==> config.mk <==
export PLATFORM = sky130hd
export DESIGN_NAME = mul8_rom_top
export DESIGN_NICKNAME = d
export VERILOG_FILES = /design/src/rtl/mul8_seq_pkg.sv /design/src/rtl/mul8_rom_top.sv /design/src/rtl/rom_256x8.sv /design/src/rtl/mul8_seq.sv
export SDC_FILE = /design/constraint.sdc
export NUM_CORES = 1
export LEC_CHECK = 0
export ABC_AREA = 1
export ABC_CLOCK_PERIOD_IN_PS = 3600
export BUFFER_PORTS_ARGS = -buffer_cell sky130_fd_sc_hd__buf_4
export CORE_UTILIZATION = 40
export CTS_CLUSTER_SIZE = 25
export DETAILED_ROUTE_END_ITERATION = 7
export HOLD_SLACK_MARGIN = 0.12
export MAX_ROUTING_LAYER = met4
export PLACE_DENSITY = 0.61
export SLEW_MARGIN = 20
export SYNTH_ARGS = -nofsm -noshare
export SYNTH_HDL_FRONTEND = slang
export SYNTH_SLANG_ARGS = --single-unit
==> constraint.sdc <==
create_clock -name clk -period 3.6 [get_ports clk]
set_input_delay 0.36 -clock clk [delete_from_list [all_inputs] [get_ports clk]]
set_output_delay 0.36 -clock clk [all_outputs]
set_load 0.01 [all_outputs]
==> src/rtl/mul8_seq_pkg.sv <==
// Shared constants and state encoding for the nibble-ROM based 8x8 multiplier.
package mul8_seq_pkg;

    localparam int unsigned OP_W   = 8;
    localparam int unsigned NIB_W  = 4;
    localparam int unsigned PROD_W = 16;

    typedef enum logic [1:0] {
        IDLE = 2'd0,
        RUN  = 2'd1,
        DONE = 2'd2
    } state_t;

    // Shift applied to partial products lo*lo, lo*hi, hi*lo, hi*hi.
    localparam int unsigned PP_SHIFT [4] = '{0, 4, 4, 8};

endpackage

==> src/rtl/mul8_rom_top.sv <==
// Wrapper pairing the multiplier sequencer with its dedicated product ROM.
module mul8_rom_top
    import mul8_seq_pkg::*;
(
    input  logic              clk,
    input  logic              rst_n,
    input  logic              in_valid,
    output logic              in_ready,
    input  logic [OP_W-1:0]   a,
    input  logic [OP_W-1:0]   b,
    output logic              out_valid,
    input  logic              out_ready,
    output logic [PROD_W-1:0] product,
    output logic              busy
);

    logic [OP_W-1:0] rom_addr;
    logic [OP_W-1:0] rom_data;

    mul8_seq #(.ROM_LAT(1)) u_seq (
        .clk       (clk),
        .rst_n     (rst_n),
        .in_valid  (in_valid),
        .in_ready  (in_ready),
        .a         (a),
        .b         (b),
        .out_valid (out_valid),
        .out_ready (out_ready),
        .product   (product),
        .busy      (busy),
        .rom_addr  (rom_addr),
        .rom_data  (rom_data)
    );

    rom_256x8 u_rom (
        .clka  (clk),
        .addra (rom_addr),
        .douta (rom_data)
    );

endmodule

==> src/rtl/rom_256x8.sv <==
// 4x4 product ROM: douta = addra[7:4] * addra[3:0], one-cycle read latency.
module rom_256x8 (
    input  logic       clka,
    input  logic [7:0] addra,
    output logic [7:0] douta
);

    always_ff @(posedge clka) begin
        douta <= 8'(addra[7:4]) * 8'(addra[3:0]);
    end

endmodule

==> src/rtl/mul8_seq.sv <==
// Sequential unsigned 8x8 multiplier: four 4x4 ROM lookups, shift-accumulated,
// with valid/ready handshakes on both operand and result sides.
module mul8_seq
    import mul8_seq_pkg::*;
#(
    parameter int unsigned ROM_LAT = 1
) (
    input  logic              clk,
    input  logic              rst_n,
    input  logic              in_valid,
    output logic              in_ready,
    input  logic [OP_W-1:0]   a,
    input  logic [OP_W-1:0]   b,
    output logic              out_valid,
    input  logic              out_ready,
    output logic [PROD_W-1:0] product,
    output logic              busy,
    output logic [OP_W-1:0]   rom_addr,
    input  logic [OP_W-1:0]   rom_data
);

    localparam logic [2:0] K_LAST = 3'(3 + ROM_LAT);

    state_t state, state_next;

    logic [2:0]        k;
    logic [OP_W-1:0]   a_r, b_r;
    logic [PROD_W-1:0] acc, acc_next, term;
    logic              issue;
    logic [3:0]        issue_sh;
    logic [ROM_LAT-1:0] tag_v;
    logic [3:0]        tag_sh [ROM_LAT];

    assign in_ready = (state == IDLE);
    assign busy     = (state != IDLE);

    always_comb begin
        unique case (k)
            3'd0:    rom_addr = {a_r[NIB_W-1:0],    b_r[NIB_W-1:0]};
            3'd1:    rom_addr = {a_r[NIB_W-1:0],    b_r[OP_W-1:NIB_W]};
            3'd2:    rom_addr = {a_r[OP_W-1:NIB_W], b_r[NIB_W-1:0]};
            default: rom_addr = {a_r[OP_W-1:NIB_W], b_r[OP_W-1:NIB_W]};
        endcase
    end

    // The tag pipeline tracks which lookup is on rom_data this cycle.
    always_comb begin
        issue    = (state == RUN) && (k <= 3'd3);
        issue_sh = 4'(PP_SHIFT[k[1:0]]);
        term     = PROD_W'(rom_data) << tag_sh[ROM_LAT-1];
        acc_next = tag_v[ROM_LAT-1] ? (acc + term) : acc;
    end

    always_comb begin
        state_next = state;
        unique case (state)
            IDLE:    if (in_valid)   state_next = RUN;
            RUN:     if (k == K_LAST) state_next = DONE;
            DONE:    if (out_ready)  state_next = IDLE;
            default: state_next = IDLE;
        endcase
    end

    always_ff @(posedge clk) begin
        if (!rst_n) state <= IDLE;
        else        state <= state_next;
    end

    always_ff @(posedge clk) begin
        if (!rst_n) begin
            a_r       <= '0;
            b_r       <= '0;
            k         <= '0;
            acc       <= '0;
            product   <= '0;
            out_valid <= 1'b0;
            tag_v     <= '0;
            for (int unsigned i = 0; i < ROM_LAT; i++) tag_sh[i] <= '0;
        end else begin
            out_valid <= (state_next == DONE);
            tag_v[0]  <= issue;
            tag_sh[0] <= issue_sh;
            for (int unsigned i = 1; i < ROM_LAT; i++) begin
                tag_v[i]  <= tag_v[i-1];
                tag_sh[i] <= tag_sh[i-1];
            end
            unique case (state)
                IDLE: if (in_valid) begin
                    a_r <= a;
                    b_r <= b;
                    k   <= '0;
                    acc <= '0;
                end
                RUN: begin
                    acc <= acc_next;
                    if (k == K_LAST) product <= acc_next;
                    else             k       <= k + 3'd1;
                end
                default: ;
            endcase
        end
    end

endmodule

# Word level (Yosys, flattened, before mapping)
# Memories as Yosys holds them, arrays and structs flattened.
# Cells that the tools add are included.
[totals]
romBits = 0
mem_count = 1
word_cells = 53
latchBits = 0
ff_bits = 63
ram_bits = 4
[memory_table]
columns = ["memory", "depth", "width", "read_ports", "rd_clocked_by_memory_dff", "wr", "line_no", "rtl"]
rows = [
  ["u_seq.tag_sh", 1, 4, 1, 0, 1, "mul8_seq.sv:32", "logic [3:0] tag_sh [ROM_LAT];"],
]
[classes]
n_div = 0
mul = 1
n_mux = 18
n_eq_ne = 8
bitwise = 1
reduce_logical = 10
shift = 1
n_addsub = 2
order_cmp = 2
[op_table]
columns = ["op", "count"]
rows = [
  ["binary-select mux 32 bit (select 2 bit)", 1],
  ["two-way mux 16 bit", 2],
  ["one-hot mux 16 bit (2 select lines)", 1],
  ["one-hot mux 8 bit (3 select lines)", 1],
  ["adder 16 bit", 1],
  ["<< shifter 8 x 4 -> 16 bit", 1],
  ["two-way mux 4 bit", 3],
  ["multiplier 4 x 4 -> 8 bit", 1],
  ["two-way mux 2 bit", 3],
  ["two-way mux 3 bit", 2],
  ["one-hot mux 2 bit (3 select lines)", 1],
  ["one-hot mux 3 bit (2 select lines)", 1],
  ["AND reduction 2 bit", 3],
  ["equality test 2 bit, second input constant", 2],
  ["inequality test 2 bit, second input constant", 2],
  ["nonzero test 2 bit", 2],
  ["OR reduction 4 bit", 1],
  ["adder 3 x 1 -> 3 bit, second input constant", 1],
  ["equality test 3 x 1 -> 1 bit, second input constant", 1],
  ["equality test 3 x 2 -> 1 bit, second input constant", 1],
  ["equality test 3 bit, second input constant", 1],
  [">= comparator 3 bit, second input constant", 1],
  ["<= comparator 3 x 2 -> 1 bit, second input constant", 1],
  ["logical NOT 3 bit", 1],
  ["6 further kinds", 8],
]

# Depth between registers and ports, before layout
[logic_depth]
depth_word = 5
mapped_depth = 18
ltp_nobuf = 17

# Cells and area by module
# Synthesis repeated with hierarchy kept, for this count alone.
[hier_totals]
cells_unflattened = 635
hier_area_um2 = 4226.6
[by_module_without_submodules]
columns = ["mod", "cells_each", "area_each_um2", "instances"]
rows = [
  ["mul8_seq", 557, 3598.5, 1],
  ["rom_256x8", 78, 628.1, 1],
]

# Least setup slack after synthesis
# No wires, ideal clock.
[synth_path]
kind = "reg2reg"
startpoint = "register u_seq.k[0]"
endpoint = "register u_rom.douta[7]"
required_time_ns = 3.528
slack_ns = 0.270
path_stages_with_launch = 17
n_path_buf = 0
arrival_ns = 3.258
setup_time_ns = 0.072
synth_period_minus_slack_ns = 3.330
cell_sequence = "dfxtp_1 > inv_1 > ha_1 > o21ai_1 > o21ai_0 > o21ai_0 > nand2_1 > fa_1 > inv_1 > fa_1 > ha_1 > a21oi_1 > nand2_1 > a21oi_1 > nor2_1 > nor2_1 > xnor2_1"
[synth_between]
elab_chain_cells = 3
word_cells_on_any_way = 5
cone_classes = "1 x mul; 2 x eq/ne; 1 x mux; 1 x reduce/logical"
[synth_lines]
columns = ["item", "line_no", "rtl"]
rows = [
  ["from (decl)", "mul8_seq.sv:26", "logic [2:0] k;"],
  ["from (signal assigned)", "mul8_seq.sv:97", "else k <= k + 3'd1;"],
  ["equality test 3 x 2 -> 1 bit (tied with other cells)", "mul8_seq.sv:38", "unique case (k)"],
  ["one-hot mux 8 bit (3 select lines) (*)", "mul8_seq.sv:38", ""],
  ["multiplier 4 x 4 -> 8 bit (*)", "rom_256x8.sv:9", "douta <= 8'(addra[7:4]) * 8'(addra[3:0]);"],
  ["to (signal assigned)", "rom_256x8.sv:9", ""],
  ["to (decl)", "rom_256x8.sv:5", "output logic [7:0] douta"],
]
# Every way passes the cells marked *; elsewhere a longest branch is shown, timed or not.
# A chain may end at the register's enable or synchronous reset.

# Worst setup path in the final report
[layout_path]
startpoint = "register u_seq.k[1]"
endpoint = "register u_rom.douta[7]"
# Same word-level chain as after synthesis.

==> metrics.txt <==
status complete, no violations; worst slew pin tran 0.908 ns; Die Ht roughly 100 um; root buffer cell clkbuf_8; register area share after synthesis 0.308; placed insts roughly 800; GPL Wtd Cong 0.863; FILL cells ~1100; fraction of layout cells with a size suffix above 1 0.146; power density cells 355 nW/um2; Worst Path Max Fanout 6; area taken by multi-input logic gates 2420 um2; hold_buf cts 0; Worst Path Arrival about 3.7 ns; ANT cells 0; CP endpoint kind register; Die Wd between 100 and 150 um; Synth warnings 0; # rows 37; maximum clock rate between 200 and 300 MHz; Final Non-Filler Cells 823; commonest non-fill, non-tap cell in the layout nand2_1; TritonCTS Buffers 9; Worst-Skew Late Latency about 0.35 ns; routed via count slightly below 4000; HPWL after DPL 7.86 mm; CTS clk-pin slew, worst paths around 0.060 ns; Area Growth Syn to Fin 15.6%; Starting Density 0.411; Final setup viols 0; total wire length ~10 mm; Distinct cells, synth 32; Slew headroom 0.393; most common flop cell mapped by yosys dfxtp_1; I/O Pins 39; fin crit period 3.38 ns; overall power roughly 0.0017 W; Slew Viols, Final 0; PortBufs 38; Post-Place Setup Slack 0.00954 ns; post-DR vias/cell around 4.8; first-pass GRT wire length 17.4 mm; FF+latch count, synth 65; Core Region roughly 10000 um2; Min Hold Slack 0.262 ns; full die area ~11000 um2; Routed WL per cell between 10 and 15 um; Setup CP Type reg2reg; Util after Layout 0.475; final net count ~740; most frequent cells in the layout 165 x nand2_1, 113 x inv_1, 65 x nor2_1; Bufs on Longest Clock Path 2; drt first-iter violations 232; WP data required approximately 3.9 ns; Async S/R FF share, synth 0; TritonCTS clock tree built; CP startpoint kind register; Synth Cell Area 4220 um2; CTS sink cnt 65; number of synthesized flops with an enable pin 0; # DRC 0; antenna-violating nets left 0; Hold Path Class in2reg; final worst slack 0.219 ns; syn avg cell area between 6 and 7 um2; Post-Synthesis Cells between 600 and 700; worst-case vdd ir drop around 220 uV; Final Hold Violating Endpoints 0; H-tree depth 3; GRT overflow 0; largest net degree at the start of global routing 32; syn nets 700; max_cap viols 0; Final Cycle Share 0.939; Total GRT Usage 0.206; DRT Pass-1 Iters 5; Post-Route Skew 0.00572 ns; Reg area between 1000 and 1500 um2; initial antenna violation count 0; Leak Pwr roughly 2.6 nW; vias in the first global route between 3000 and 4000
==> sequential cells by signal, summed over array words and instances, names as in the netlist <==
signal,count
u_seq.acc,16
u_seq.product,16
u_rom.douta,8
u_seq.a_r,8
u_seq.b_r,8
u_seq.k,3
u_seq.state,2
u_seq.tag_sh,2
u_seq.out_valid,1
u_seq.tag_v,1
==> cell usage after synthesis (5+ instances only) <==
master	instances	area [um2]
inv_2	7	26.3
nand2_2	13	81.3
fa_1	5	100
nor2_2	5	31.3
inv_1	113	424
nand3_2	5	50.1
buf_2	6	30.0
nand3_1	39	195
ha_1	32	400
a21oi_1	23	115
nand2_1	165	619
xor2_1	7	61.3
dfxtp_1	65	1300
nor2_1	65	244
clkbuf_1	5	18.8
o21ai_1	10	50.1
o21ai_0	49	245
==> cell type report <==
type / instances / share of cell area
Sequential cell: 65 / 0.267
Multi-Input combinational cell: 442 / 0.496
Inverter: 120 / 0.0923
Clock inverter: 3 / 0.0133
Timing Repair Buffer: 44 / 0.0677
Clock buffer: 13 / 0.0285
Tap cell: 136 / 0.0349
==> per-layer routing <==
layer / share of wire / GRT usage / routed length [um] / up-vias
li1: - / - / - / 2084
met1: 0.49 / 0.267 / 4930 / 1725
met2: 0.45 / 0.319 / 4480 / 95
met3: 0.041 / 0.0362 / 414 / 21
met4: 0.023 / 0.0815 / 227 / 0
met5: 0 / - / 0 / -
==> kinds of logic after synthesis <==
family                   after synthesis  share of synthesized area
multiplexers                           1                    0.00237
flip-flops                            65                      0.308
XOR/XNOR                               9                     0.0187
AO/OA/AOI/OAI                         96                      0.122
adder cells (fa/ha/maj)               37                      0.119
buffers and inverters                136                      0.126
AND/OR/NAND/NOR                      299                      0.303
==> critical path, cell delays in order (launching register included) <==
cell     delay, ns
dfxtp_1       0.38
inv_1         0.10
ha_1          0.26
o21ai_4       0.21
o21ai_0       0.13
o21ai_2       0.11
nand2_1       0.12
fa_1          0.55
inv_1         0.06
fa_1          0.41
ha_1          0.34
a21oi_1       0.16
nand2_1       0.09
a21oi_1       0.13
nor2_1        0.05
nor2_1        0.10
xnor2_1       0.12
==> power breakdown <==
group,switching [W],total [W],internal [W]
registers,0.0000205,0.000775,0.000754
logic,0.000184,0.000293,0.000109
clock network,0.000275,0.000665,0.000390
total,0.000480,0.00173,0.00125
==> metrics by stage <==
step | TNS (ns) | instance area [um2]
3_5_place_dp | 0 | 4630
5_1_grt | -0.0365 | 4880
2_1_floorplan | 0 | 4220
6_report | 0 | 4880
3_3_place_gp | 0 | 4630
4_1_cts | 0 | 4840
==> what timing repair did <==
action                                  CTS  global route
pin swaps                                 0             2
gates resized for setup                   1            11
endpoints found under the setup margin    1             4
setup buffers                             0             1
==> final timing paths <==
kind              depth (start not counted)        endpoint          from  slack (ns)
setup / recovery                         16  u_rom.douta[7]    u_seq.k[1]        0.22
hold / removal                            3    u_seq.a_r[4]          a[4]        0.26
setup reg to reg                         16  u_rom.douta[7]    u_seq.k[1]        0.22
hold reg to reg                           2    u_seq.b_r[2]  u_seq.b_r[2]        0.48
Power figures use the tool's default switching activity.
